<file path="config.mk">
export PLATFORM = sky130hd
export DESIGN_NAME = bf16_op_issuer
export DESIGN_NICKNAME = d
export VERILOG_FILES = /design/src/rtl/bf16_op_issuer.sv
export SDC_FILE = /design/constraint.sdc
export NUM_CORES = 1
export LEC_CHECK = 0
export ABC_AREA = 1
export CAP_MARGIN = 10
export CORE_UTILIZATION = 42
export DETAILED_ROUTE_END_ITERATION = 12
export PLACE_DENSITY = 0.83
export SYNTH_ARGS = -nofsm -noshare
export SYNTH_HDL_FRONTEND = slang
export SYNTH_SLANG_ARGS = --single-unit
</file>
<file path="constraint.sdc">
create_clock -name clk -period 1.6 [get_ports clk]
set_input_delay 0.32 -clock clk [delete_from_list [all_inputs] [get_ports clk]]
set_output_delay 0.32 -clock clk [all_outputs]
set_load 0.03 [all_outputs]
</file>
<file path="src/rtl/bf16_op_issuer.sv">
// Issues one BF16 operation at a time to a fixed-latency arithmetic unit and
// returns its result (or an illegal-op error) through a valid/ready response port.
module bf16_op_issuer #(
  parameter int unsigned LATENCY = 3
) (
  input  logic        clk,
  input  logic        rst_n,
  input  logic        req_valid,
  output logic        req_ready,
  input  logic [2:0]  req_op,
  input  logic [15:0] req_a,
  input  logic [15:0] req_b,
  input  logic [15:0] req_c,
  output logic        au_valid,
  output logic [4:0]  au_funct5,
  output logic [15:0] au_in1,
  output logic [15:0] au_in2,
  output logic [15:0] au_in3,
  input  logic [15:0] au_result,
  output logic        rsp_valid,
  input  logic        rsp_ready,
  output logic [15:0] rsp_data,
  output logic        rsp_err,
  output logic        busy
);

  typedef enum logic [1:0] {IDLE, EXEC, RESP} state_t;

  // Decoder default: the arithmetic unit treats this as zero operands.
  localparam logic [4:0] FUNCT5_NONE = 5'b11111;
  localparam logic [3:0] CNT_LOAD    = 4'(LATENCY - 1);

  state_t     state;
  logic [3:0] cnt;

  function automatic logic [4:0] op_funct5(input logic [2:0] op);
    case (op)
      3'd0:    return 5'b00000;
      3'd1:    return 5'b00001;
      3'd2:    return 5'b00010;
      3'd3:    return 5'b00100;
      3'd4:    return 5'b00101;
      default: return FUNCT5_NONE;
    endcase
  endfunction

  assign req_ready = (state == IDLE);
  assign busy      = (state != IDLE);

  // NOTE: every register below uses <= so all state updates see the
  // pre-edge values, independent of statement order.
  always_ff @(posedge clk or negedge rst_n) begin
    if (!rst_n) begin
      state     <= IDLE;
      cnt       <= '0;
      au_valid  <= 1'b0;
      au_funct5 <= FUNCT5_NONE;
      au_in1    <= '0;
      au_in2    <= '0;
      au_in3    <= '0;
      rsp_valid <= 1'b0;
      rsp_data  <= '0;
      rsp_err   <= 1'b0;
    end else begin
      case (state)
        IDLE: begin
          if (req_valid) begin
            if (req_op <= 3'd4) begin
              state     <= EXEC;
              cnt       <= CNT_LOAD;
              au_valid  <= 1'b1;
              au_funct5 <= op_funct5(req_op);
              au_in1    <= req_a;
              au_in2    <= req_b;
              au_in3    <= req_c;
            end else begin
              // Illegal op never touches the arithmetic unit.
              state     <= RESP;
              rsp_valid <= 1'b1;
              rsp_data  <= '0;
              rsp_err   <= 1'b1;
            end
          end
        end

        EXEC: begin
          if (cnt == 4'd0) begin
            state     <= RESP;
            rsp_valid <= 1'b1;
            rsp_data  <= au_result;
            rsp_err   <= 1'b0;
            au_valid  <= 1'b0;
            au_funct5 <= FUNCT5_NONE;
            au_in1    <= '0;
            au_in2    <= '0;
            au_in3    <= '0;
          end else begin
            cnt <= cnt - 4'd1;
          end
        end

        RESP: begin
          if (rsp_ready) begin
            state     <= IDLE;
            rsp_valid <= 1'b0;
          end
        end

        default: state <= IDLE;
      endcase
    end
  end

endmodule
</file>
==> metrics.yaml, run 1 <==
cpMaxStageDelayCell: "dfstp_2"
drt-pass1-iter-count: 6
dr_total_vias: 2851
die_w_um: 90.60
pin_count: 145
cts_sinks: 77
antenna_found_initial: 0
synth_area_mm2: 0.003297
reg2reg_slack_ns: 0.12
port_buffers: 144
drcViolationCount: 0
htree_levels: 3
clock_latency_ns: 0.34
finalSetupViolCount: 0
cp-start-kind: "flop"
finalHoldViolCount: 6
avgRoutedWirePerCell_um: 12.82
cts_tree: "yes"
hold_buffers: 0
violations: "negative hold slack"
slowest_delay_ns: 0.53
num_rows: 31
dpl.hpwl_mm: 5.762
via_per_inst: 4.621
drive_gt1_share_pct: 15.44
clock_skew_ns: 0.009069
arrival_ns: 1.25
r2r_start: "cnt[0]"
grt_pass1_wl_mm: 13.05
tightest_slew_ns: 0.3879
grt_start_max_net_pins: 78
ys_seq_elements: 77
drv_slew: 0
critical_path.startpoint: "au_funct5[0]"
maxCapViolations: 0
synth_ff_type: "dfrtp_1"
clock_tree.buffer_depth: 2
synth.distinct_cells: 29
path_class: "flop to output pin"
path_cells: "clkdlybuf4s15_1"
die_area_mm2: 0.008208
critical_path_buf_inv_count: 1
power.density_mw_per_mm2: 1893
place_congestion: 0.7701
start_util_pct: 44.50
drt_wl_total_mm: 7.907
yosysWarnings: 0
status: "finished with violations"
syn_nets: 424
dpl_worst_slack_ns: -0.2197
leakage_nw: 2.724
root_buffer: "clkbuf_8"
synthesis.instances: 352
synth_edf_count: 0
cp_top_family: "flip-flops"
final_common_cell: "nand2_1"
overflow: 0
syn_to_final_growth_pct: 54.95
end_kind: "output pin"
grt_pass1_vias: 2862
clk_pin_slew_ns: 0.08
hold_ws_ns: -0.002976
crit_fanout: 2
grt_util_all_layers_pct: 20.05
cp.required_ns: 1.28
relSlewSlack_pct: 74.14
utilization_pct: 68.96
ant_nets: 0
yosysSeqAreaShare_pct: 58.60
setup_ws_ns: 0.03498
fmax_ghz: 0.6390
hold_class: "primary input to async pin"
nNetsFinal: 586
antenna_cells: 0
ir_drop_mv: 0.8551
final_cell_mix: "nand2_1 (101), dfrtp_1 (73), clkdlybuf4s50_1 (69)"
core_mm2: 0.007408
numCtsBuffers: 9
synth_area_per_cell_um2: 9.366
finalPower_mw: 9.673
die_y_um: 90.60
fin_crit_ns: 1.565
drtIter0Drc: 53
tns_ns: 0
async_flop_share_pct: 100.0
fin_crit_sh_pct: 97.81
flip-flops by register name, summed over array words and instances (netlist names):
name	flops
au_funct5	4
au_in1	16
au_in2	16
au_in3	16
au_valid	1
cnt	4
rsp_data	16
rsp_err	1
rsp_valid	1
state	2
report_power, final:
part | internal (mW) | total [mW] | switching, mW
registers | 2.72 | 3.14 | 0.422
clock network | 0.792 | 1.47 | 0.676
logic | 1.89 | 5.06 | 3.17
layer usage:
layer,vias up,global-route usage (%),wire (um)
met2,95,33.90,3926
met1,1328,24.74,3407
met5,-,0,0
li1,1414,-,-
met4,0,9.812,161
met3,14,3.535,411
synth_stat cells, types with 4 or more instances:
library cell | count | area share [%]
nand2_1 | 101 | 11
dfrtp_1 | 73 | 55
inv_1 | 58 | 6.6
o21ai_1 | 47 | 7.1
o21ai_2 | 18 | 4.8
buf_6 | 8 | 2.7
clkbuf_1 | 6 | 0.68
nor2_1 | 6 | 0.68
nand3_1 | 5 | 0.76
dfstp_2 | 4 | 3.2
o21ai_0 | 4 | 0.61
path summary, 6_finish.rpt:
path	endpoint	cells after the start
worst max-delay path	au_funct5[0]	1
worst min-delay path	rsp_data[2]	2
max in group asynchronous	au_funct5[1]	2
worst max register to register	au_in3[14]	8
worst min register to register	au_funct5[0]	2
min in group clk	au_funct5[0]	2
timing repair:
item | 4_1_cts | 5_1_grt
pin swaps | 0 | 3
setup buffers | 0 | 2
endpoints found under the setup margin | 73 | 30
resized for setup | 79 | 7
cloned | 0 | 1
layout make-up:
type,count,area (um2)
fillers,612,2300
flip-flops and latches,77,1932
repair buffers,167,1612
multi-input cells,199,1017
inverters,60,225.2
clock buffers,11,151.4
well taps,99,123.9
clock inverters,4,47.55
metrics by stage:
stage               cells  area, um2
floorplan             352       3297
global placement      599       4970
detailed placement    599       4970
CTS                   614       5085
global route          617       5109
finish                617       5109
kinds of logic (layout without fill, tap and decap cells):
family | count (synthesis) | count (layout) | synth area share, %
and+or+nand+nor | 120 | 120 | 15.56
adders and majority gates | 1 | 1 | 0.3794
DFF | 77 | 77 | 58.60
buffers and inverters | 76 | 242 | 10.63
AOI/OAI and AO/OA | 77 | 77 | 14.57
xor gates and xnor gates | 1 | 1 | 0.2657
No activity file was read; power rests on OpenSTA's default activity.
==> run 2: changes to the inputs <==
--- a/config.mk
+++ b/config.mk
@@ -6,7 +6,7 @@
 export NUM_CORES = 1
 export LEC_CHECK = 0
 export ABC_AREA = 1
-export CAP_MARGIN = 10
+export CAP_MARGIN = 20
 export CORE_UTILIZATION = 42
 export DETAILED_ROUTE_END_ITERATION = 12
 export PLACE_DENSITY = 0.83
==> results of run 2 <==
No change in the layout: final DEF, timing and power equal those of run 1.
==> run 3: changes to the inputs <==
==> constraint.sdc (replaced) <==
create_clock -name clk -period 1.6 [get_ports clk]
set_input_delay 0.16 -clock clk [delete_from_list [all_inputs] [get_ports clk]]
set_output_delay 0.16 -clock clk [all_outputs]
set_load 0.03 [all_outputs]
==> run 3 against run 2 <==
  * The flow now finishes without violations
  * Routed wire length rose by 5.1%
  * Sequential power barely moved
  * Count of clock-buffer cells in the layout rose by 2
  * Global-route usage rose by 0.36 points
  * Sequential share of layout area fell by 0.66 points
  * Critical path depth did not move
  * Flip-flop and latch count did not move
  * Cell count fell by 0.49%
  * First-iteration DRC count rose by 23%
  * Register-to-register slack improved by 0.02 ns
  * Non-clock buffer count fell by 4
  * Clock skew rose by 0.0023 ns
  * Critical path type unchanged
==> metrics.yaml, run 3 (synthesis gave the netlist of run 1 again) <==
numCtsBuffers: 9  # unchanged
setup_ws_ns: 0.03787  # was 0.03498 ns
end_kind: "output pin"  # unchanged
path_class: "flop to output pin"  # unchanged
cts_sinks: 77  # unchanged
hold_ws_ns: 0.3525  # was -0.002976 ns
grt_pass1_vias: 2801  # was 2,862
die_y_um: 90.60  # unchanged
antenna_found_initial: 0  # unchanged
final_cell_mix: "clkdlybuf4s50_1 (135), nand2_1 (101), dfrtp_1 (73)"  # was nand2_1 (101), dfrtp_1 (73), clkdlybuf4s50_1 (69)
drt-pass1-iter-count: 6  # unchanged
root_buffer: "clkbuf_8"  # unchanged
place_congestion: 0.7908  # was 0.7701
antenna_cells: 0  # unchanged
avgRoutedWirePerCell_um: 13.54  # was 12.82 um
overflow: 0  # unchanged
dpl_worst_slack_ns: -0.009005  # was -0.2197 ns
dr_total_vias: 2841  # was 2,851
nNetsFinal: 582  # was 586
fin_crit_ns: 1.562  # was 1.565 ns
grt_pass1_wl_mm: 13.37  # was 13.05 mm
cpMaxStageDelayCell: "clkdlybuf4s50_1"  # was dfstp_2
via_per_inst: 4.627  # was 4.621
cts_tree: "yes"  # unchanged
finalHoldViolCount: 0  # was 6
clock_tree.buffer_depth: 2  # unchanged
core_mm2: 0.007408  # unchanged
clk_pin_slew_ns: 0.08  # about the same
crit_fanout: 2  # unchanged
critical_path_buf_inv_count: 1  # unchanged
tightest_slew_ns: 0.5209  # was 0.3879 ns
hold_class: "primary input to flop"  # was primary input to async pin
slowest_delay_ns: 0.68  # was 0.53 ns
status: "finished, final reports clean"  # was finished with violations
clock_latency_ns: 0.34  # about the same
ir_drop_mv: 1.113  # was 0.8551 mV
cp.required_ns: 1.44  # was 1.28 ns
arrival_ns: 1.40  # was 1.25 ns
rsz0062_at_grt: "false"
port_buffers: 144  # unchanged
pin_count: 145  # unchanged
grt.busiest_layer: "met2"  # unchanged
die_w_um: 90.60  # unchanged
maxCapViolations: 0  # unchanged
power.density_mw_per_mm2: 1976  # was 1893 mW/mm2
use_met2_pct: 34.53  # was 33.90%
syn_to_final_growth_pct: 57.72  # was 54.95%
drv_slew: 0  # unchanged
fin_crit_sh_pct: 97.63  # was 97.81%
path_cells: "clkdlybuf4s50_1"  # was clkdlybuf4s15_1
num_rows: 31  # unchanged
finalSetupViolCount: 0  # unchanged
drive_gt1_share_pct: 13.01  # was 15.44%
start_util_pct: 44.50  # unchanged
cp_top_family: "buffers and inverters"  # was flip-flops
drcViolationCount: 0  # unchanged
htree_levels: 3  # unchanged
die_area_mm2: 0.008208  # unchanged
final_common_cell: "clkdlybuf4s50_1"  # was nand2_1
ant_nets: 0  # unchanged
grt_util_all_layers_pct: 20.42  # was 20.05%
drtIter0Drc: 65  # was 53
drt_wl_total_mm: 8.311  # was 7.907 mm
clock_skew_ns: 0.01136  # was 0.009069 ns
leakage_nw: 2.500  # was 2.724 nW
fmax_ghz: 0.6402  # was 0.6390 GHz
dpl.hpwl_mm: 5.876  # was 5.762 mm
relSlewSlack_pct: 65.27  # was 74.14%
grtUsageMet3_pct: 3.114  # was 3.535%
met1_usage_pct: 25.74  # was 24.74%
cp-start-kind: "flop"  # unchanged
grt_start_max_net_pins: 56  # was 78
## run 3: final timing paths
kind	slack (ns)	depth (start not counted)	start	endpoint
worst min register to register	0.48	2	au_funct5[2]	au_funct5[2]
worst max register to register	0.14	8	cnt[1]	au_in1[9]
worst max-delay path	0.04	1	au_in3[13]	au_in3[13]
max in group asynchronous	0.79	3	rst_n	au_funct5[1]
worst min-delay path	0.35	3	req_c[11]	au_in3[11]
min in group asynchronous	0.39	3	rst_n	rsp_data[9]
## run 3: layer usage
layer	part of all wire, %	vias up	routed length (um)
met5	0	-	0
met4	2.0	0	165
met3	4.2	14	348
met2	51	91	4245
met1	43	1330	3551
li1	-	1406	-
## run 3: report_power, final
group	total [mW]	internal [mW]	switching, mW
clock network	1.63	0.966	0.669
logic	5.47	2.27	3.20
registers	3.17	2.72	0.449
total	10.3	5.96	4.32
## run 3: worst register-to-register path: stages, from the launching register on
cell	delay (ns)
dfrtp_1	0.38
inv_1	0.10
ha_2	0.20
nand2_1	0.09
nand2_4	0.13
nand3_4	0.12
clkbuf_16	0.20
nand2_1	0.06
o21ai_0	0.07
## run 3: through the flow
step / total power [mW] / TNS [ns] / utilization, % / cells / area (um2)
after floorplan: 6.384 / 0 / - / 352 / 3297
after global placement: 8.397 / 0 / 66.24 / 592 / 4907
after detailed placement: 8.555 / -0.009005 / 66.24 / 592 / 4907
after CTS: 10.16 / 0 / 69.33 / 609 / 5136
after global routing: 10.88 / 0 / 70.19 / 614 / 5200
final: 10.28 / 0 / 70.19 / 614 / 5200
## run 3: what timing repair did
action / in CTS / in global routing
resized for setup: 8 / 2
gates cloned: 0 / 2
setup endpoints to repair: 7 / 67
setup buffers: 0 / 3
pin swaps: 0 / 2
endpoints found under the hold margin: 73 / 0
hold buffers: 1 / 0
## run 3: area by class of cell
| type | instances | area (um2) |
|---|---|---|
| Clock buffer | 13 | 158.9 |
| Clock inverter | 3 | 67.56 |
| Fill cell | 571 | 2208 |
| Inverter | 60 | 225.2 |
| Multi-Input combinational cell | 199 | 1017 |
| Sequential cell | 77 | 1932 |
| Tap cell | 99 | 123.9 |
| Timing Repair Buffer | 163 | 1675 |
==> patch 1, RTL diff (flow settings as in run 2) <==
Register the output `rsp_err` once more, cleared by the reset; this adds one clock of latency there. The other outputs are not delayed to match.
--- a/src/rtl/bf16_op_issuer.sv
+++ b/src/rtl/bf16_op_issuer.sv
@@ -30,6 +30,8 @@
   localparam logic [4:0] FUNCT5_NONE = 5'b11111;
   localparam logic [3:0] CNT_LOAD    = 4'(LATENCY - 1);
 
+  logic rsp_err_s0;
+
   state_t     state;
   logic [3:0] cnt;
 
@@ -60,7 +62,7 @@
       au_in3    <= '0;
       rsp_valid <= 1'b0;
       rsp_data  <= '0;
-      rsp_err   <= 1'b0;
+      rsp_err_s0 <= 1'b0;
     end else begin
       case (state)
         IDLE: begin
@@ -78,7 +80,7 @@
               state     <= RESP;
               rsp_valid <= 1'b1;
               rsp_data  <= '0;
-              rsp_err   <= 1'b1;
+              rsp_err_s0 <= 1'b1;
             end
           end
         end
@@ -88,7 +90,7 @@
             state     <= RESP;
             rsp_valid <= 1'b1;
             rsp_data  <= au_result;
-            rsp_err   <= 1'b0;
+            rsp_err_s0 <= 1'b0;
             au_valid  <= 1'b0;
             au_funct5 <= FUNCT5_NONE;
             au_in1    <= '0;
@@ -111,4 +113,12 @@
     end
   end
 
+  always_ff @(posedge clk or negedge rst_n) begin
+    if (!rst_n) begin
+      rsp_err <= '0;
+    end else begin
+      rsp_err <= rsp_err_s0;
+    end
+  end
+
 endmodule
Formal check against the unedited RTL: not equivalent (a bounded check fails within 4 cycles, from zero or initial values and one cycle with rst_n low).
==> patch 1 against run 2 <==
  * Setup slack improved by 0.033 ns
  * Total power increased by 15%
  * Synthesized area decreased by 1.9%
  * Routed wire length increased by 5.7%
  * Combinational power increased by 20%
  * Design area decreased by 1.1%
  * Via count increased by 6.1%
  * Sequential cell count increased by 1
  * Sequential power increased by 10%
  * Largest cell class unchanged
==> patch 1: results (changes against run 2) <==
- Outcome: complete, no violations
- Clock skew: 0.0110 ns (+0.00195 ns)
- Seq/Total Area, Yosys: 60.5% (+1.9 points)
- Leak pwr: 0.00264 uW (-3.0%)
- WL final: 8.36 mm (+5.7%)
- Antenna violations before repair: 0 (unchanged)
- Met2 WL: 4.02 mm (+2.5%)
- CP max stage cell: dfstp_2
- Mean Syn Cell Area: 8.79 um^2 (-6.2%)
- Number of global-route vias before repair: 2869 (+0.24%)
- Most frequent cells after synthesis: nand2_1 (154), dfrtp_1 (74), nand3_1 (54)
- Largest net degree at the start of global routing: 37 (-53%)
- Nets: 594 (+1.4%)
- Largest stage delay, worst path: 0.53 ns (about the same)
- Worst Path Arrival: 1.21 ns (-0.04 ns)
- M3 GR Usage: 6.18% (+2.6 points)
- Tot GR Track Use: 21.3% (+1.2 points)
- Yosys cell types: 22 (-24%)
- Top_reg_cell synth: dfrtp_1
- Critical Path Fanout Max: 2 (unchanged)
- Clock transition at path regs: 0.08 ns (about the same)
- Syn_nets: 440 (+3.8%)
- Dpl cells: 608 (+1.5%)
- Synth area leaders: dfrtp_1 (57%), nand2_1 (18%), nand3_1 (8.4%)
- R2r setup slk: 0.11 ns
- Gpl congestion: 0.812 (+5.4%)
- Slew headroom: 72.6% (-1.6 points)
- Min-Delay Path Class: register to register
- Synth async-reset ratio: 100% (unchanged)
- Peak supply drop: 1070 uV (+26%)
- Instance area at placement: 4920 um^2 (-1.1%)
- Clock tree buffer depth: 2 (unchanged)
- Met2 GRT Util: 34.6% (+0.65 points)
- DP HPWL: 6.13 mm (+6.3%)
- Uppermost layer routed: met4
- First-pass GRT wire length: 13.8 mm (+5.5%)
- Grt met1 use: 27.5% (+2.7 points)
- Total CTS buffers: 9 (unchanged)
- Met3 WL post-DR: 672 um (+64%)
- Final worst setup slack: 0.0677 ns (+0.0327 ns)
- Post-route insts no fill: 626 (+1.5%)
- Initial DRT Pass Iterations: 4 (-2)
- Pre-CTS setup slack: -0.183 ns (+0.0369 ns)
- Share of cells above drive strength 1: 10.2% (-5.2 points)
- Vias after detailed routing: 3025 (+6.1%)
- Iter 0 DRT Violations: 178 (+240%)
- Final hold slack: 0.389 ns (+0.392 ns)
- CTS root buf: clkbuf_8
- Met1 Wirelength: 3.54 mm (+4.0%)
[patch 1: final timing paths]
kind                                            end  cells after the start                      from
max                                    au_funct5[0]                      1  au_funct5[0]$_DFFE_PN1P_
min                               rsp_err$_DFF_PN0_                      0    rsp_err_s0$_DFFE_PN0P_
max reg2reg                au_funct5[1]$_DFFE_PN1P_                      7        cnt[0]$_DFFE_PN0P_
min reg2reg                       rsp_err$_DFF_PN0_                      0    rsp_err_s0$_DFFE_PN0P_
max in group asynchronous    au_in3[10]$_DFFE_PN0P_                      3                     rst_n
min in group asynchronous   rsp_data[5]$_DFFE_PN0P_                      2                     rst_n
[patch 1: kinds of logic after synthesis]
| family | synth area share, % |
|---|---|
| compound gates | 4.91 |
| xor+xnor | 0.271 |
| fa+ha+maj | 0.387 |
| buf+inv | 4.57 |
| flops | 60.5 |
| simple gates | 29.3 |
[patch 1: timing repair]
action | CTS | global route
hold buffers | 1 | 0
hold endpoints to repair | 25 | 0
cloned | 0 | 0
endpoints found under the setup margin | 73 | 8
gates resized for setup | 79 | 7
setup buffers | 0 | 1
[patch 1: power by group]
part | switching, uW | leakage (uW) | internal, uW
Clock | 664 | 0.000110 | 919
Combinational | 3980 | 0.00155 | 2070
Sequential | 495 | 0.000979 | 2960
Total | 5140 | 0.00264 | 5950
[patch 1: cell type report]
type                            count  area [um^2]
Fill cell                         604         2280
Sequential cell                    78         1960
Timing Repair Buffer              164         1560
Multi-Input combinational cell    256         1150
Clock buffer                       12          145
Tap cell                           99          124
Clock inverter                      4         70.1
Inverter                           13         48.8
==> patch 2, RTL diff (settings of run 2) <==
Made on the original files. Re-encode `state_t` (3 states) as one-hot, 3 bits wide.
--- a/src/rtl/bf16_op_issuer.sv
+++ b/src/rtl/bf16_op_issuer.sv
@@ -24,7 +24,7 @@
   output logic        busy
 );
 
-  typedef enum logic [1:0] {IDLE, EXEC, RESP} state_t;
+  typedef enum logic [2:0] {IDLE = 3'b001, EXEC = 3'b010, RESP = 3'b100} state_t;
 
   // Decoder default: the arithmetic unit treats this as zero operands.
   localparam logic [4:0] FUNCT5_NONE = 5'b11111;
Behaviour: no difference found for any inputs over 10 cycles, from zero or initial values and one cycle with rst_n low; not proved beyond that.
==> patch 2 against run 2 <==
  * Count of clock-buffer cells in the layout down 2
  * Design area up 1.2%
  * Global-route usage up 2.5 points
  * Routed wire length up 14%
  * Highest routed layer unchanged
  * Sequential cell count up 1
  * Setup slack better by 0.017 ns
  * Critical endpoint unchanged
  * Total power up 14%
  * Synthesized area about the same
==> patch 2: results (changes against run 2) <==
- Crit path launch: au_funct5[0]$_DFFE_PN1P_
- Syn_nets: 446 (+5.2%)
- Antenna violations before repair: 0 (unchanged)
- Final hold slack: 0.458 ns (+0.461 ns)
- Clock tree buffer depth: 2 (unchanged)
- R2r setup slk: 0.09 ns (-0.03 ns)
- Gpl congestion: 0.879 (+14%)
- Port buffer count: 144 (unchanged)
- Total CTS buffers: 9 (unchanged)
- Initial DRT Pass Iterations: 4 (-2)
- Share of cells above drive strength 1: 12.4% (-3.0 points)
- Worst Path Arrival: 1.23 ns (-0.02 ns)
- Mean Syn Cell Area: 8.81 um^2 (-5.9%)
- Critical Path Fanout Max: 2 (unchanged)
- Clock transition at path regs: 0.08 ns (about the same)
- Pre-CTS setup slack: -0.233 ns (-0.0131 ns)
- Final setup fails: 0 (unchanged)
- Tot GR Track Use: 22.6% (+2.5 points)
- First-pass GRT wire length: 14.9 mm (+14%)
- Routed length per instance: 14.1 um (+10%)
- Worst setup SP type: register
- Yosys cell types: 29 (unchanged)
- Synth area leaders: dfrtp_1 (55%), nand2_1 (18%), nand3_1 (11%)
- Outcome: complete, no violations
- Reg2reg path depth: 8 (unchanged)
- Synth async-reset ratio: 100% (unchanged)
- Largest stage delay, worst path: 0.53 ns (about the same)
- Dpl cells: 615 (+2.7%)
- Leak pwr: 0.00279 uW (+2.5%)
- WL final: 9.00 mm (+14%)
- Max H-tree Level: 3 (unchanged)
- Number of global-route vias before repair: 3189 (+11%)
- Vias after detailed routing: 3131 (+9.8%)
- CTS root buf: clkbuf_8
- Most frequent cells after synthesis: nand2_1 (158), dfrtp_1 (73), nand3_1 (73)
- Later-pin clock latency in the skew report: 0.34 ns (about the same)
- Origin of the critical flop-to-flop path: cnt[0]$_DFFE_PN0P_
- Inserted Diodes: 0 (unchanged)
- Instance area at placement: 4970 um^2 (about the same)
- Worst reg2reg endpoint: au_in1[0]$_DFFE_PN0P_
- Crit path max-delay family: flip-flops
- DP HPWL: 6.37 mm (+10%)
- Peak supply drop: 1040 uV (+21%)
- Seq/Total Area, Yosys: 59.4% (+0.82 points)
- Final worst-path cycle share: 96.7% (-1.1 points)
- Worst setup path end: au_funct5[0]
- Largest net degree at the start of global routing: 50 (-36%)
- Iter 0 DRT Violations: 142 (+170%)
- Yosys warns: 0 (unchanged)
- CP max stage cell: dfstp_2
- Worst slew pin tran: 0.394 ns (+0.00566 ns)
- Nets: 606 (+3.4%)
- Clock skew: 0.0143 ns (+0.00522 ns)
- Min-Delay Path Class: input port to async pin
## patch 2: changes by cell type after synthesis, sizes merged, moves of 2 or more
| cell | delta |
|---|---|
| a211oi | -2 |
| buf | +6 |
| clkbuf | -2 |
| inv | -48 |
| nand2 | +56 |
| nand3 | +68 |
| nor2 | +4 |
| o21ai | -62 |
| o21bai | -2 |
## patch 2: cell families (layout without fill, tap and decap cells)
kind of cell	count (synthesis)	after routing	share of synthesized area, %
AO/OA/AOI/OAI	12	12	2.20
flip-flops	78	78	59.4
buffers and inverters	33	198	4.78
AND/OR/NAND/NOR	248	248	32.7
adder cells (fa/ha/maj)	1	1	0.380
XOR/XNOR	2	2	0.532
## patch 2: cell type report
class,count,area [um^2]
fillers,618,2240
flip-flops and latches,78,1960
repair buffers,169,1640
multi-input cells,263,1200
clock buffers,9,124
well taps,99,124
clock inverters,7,73.8
inverters,13,51.3
## patch 2: where the power goes
part | internal (uW) | switching [uW] | leakage [uW]
combinational | 2210 | 4000 | 0.00170
clock | 726 | 727 | 0.0000996
sequential | 2900 | 481 | 0.000990
total | 5840 | 5200 | 0.00279
## patch 2: layer usage
metal	GRT usage, %	share of wire (%)	vias up
li1	-	-	1517
met1	28.3	42	1450
met2	37.8	48	150
met3	6.23	8.3	14
met4	7.26	1.5	0
met5	0	0	-
## patch 2: repair_timing
| item | in CTS | in global routing |
|---|---|---|
| setup endpoints to repair | 73 | 57 |
| gates cloned | 0 | 1 |
| endpoints found under the hold margin | 22 | 0 |
| gates resized for setup | 77 | 9 |
| hold buffers | 1 | 0 |
| buffers inserted | 4 | 1 |
| pin swaps | 1 | 0 |
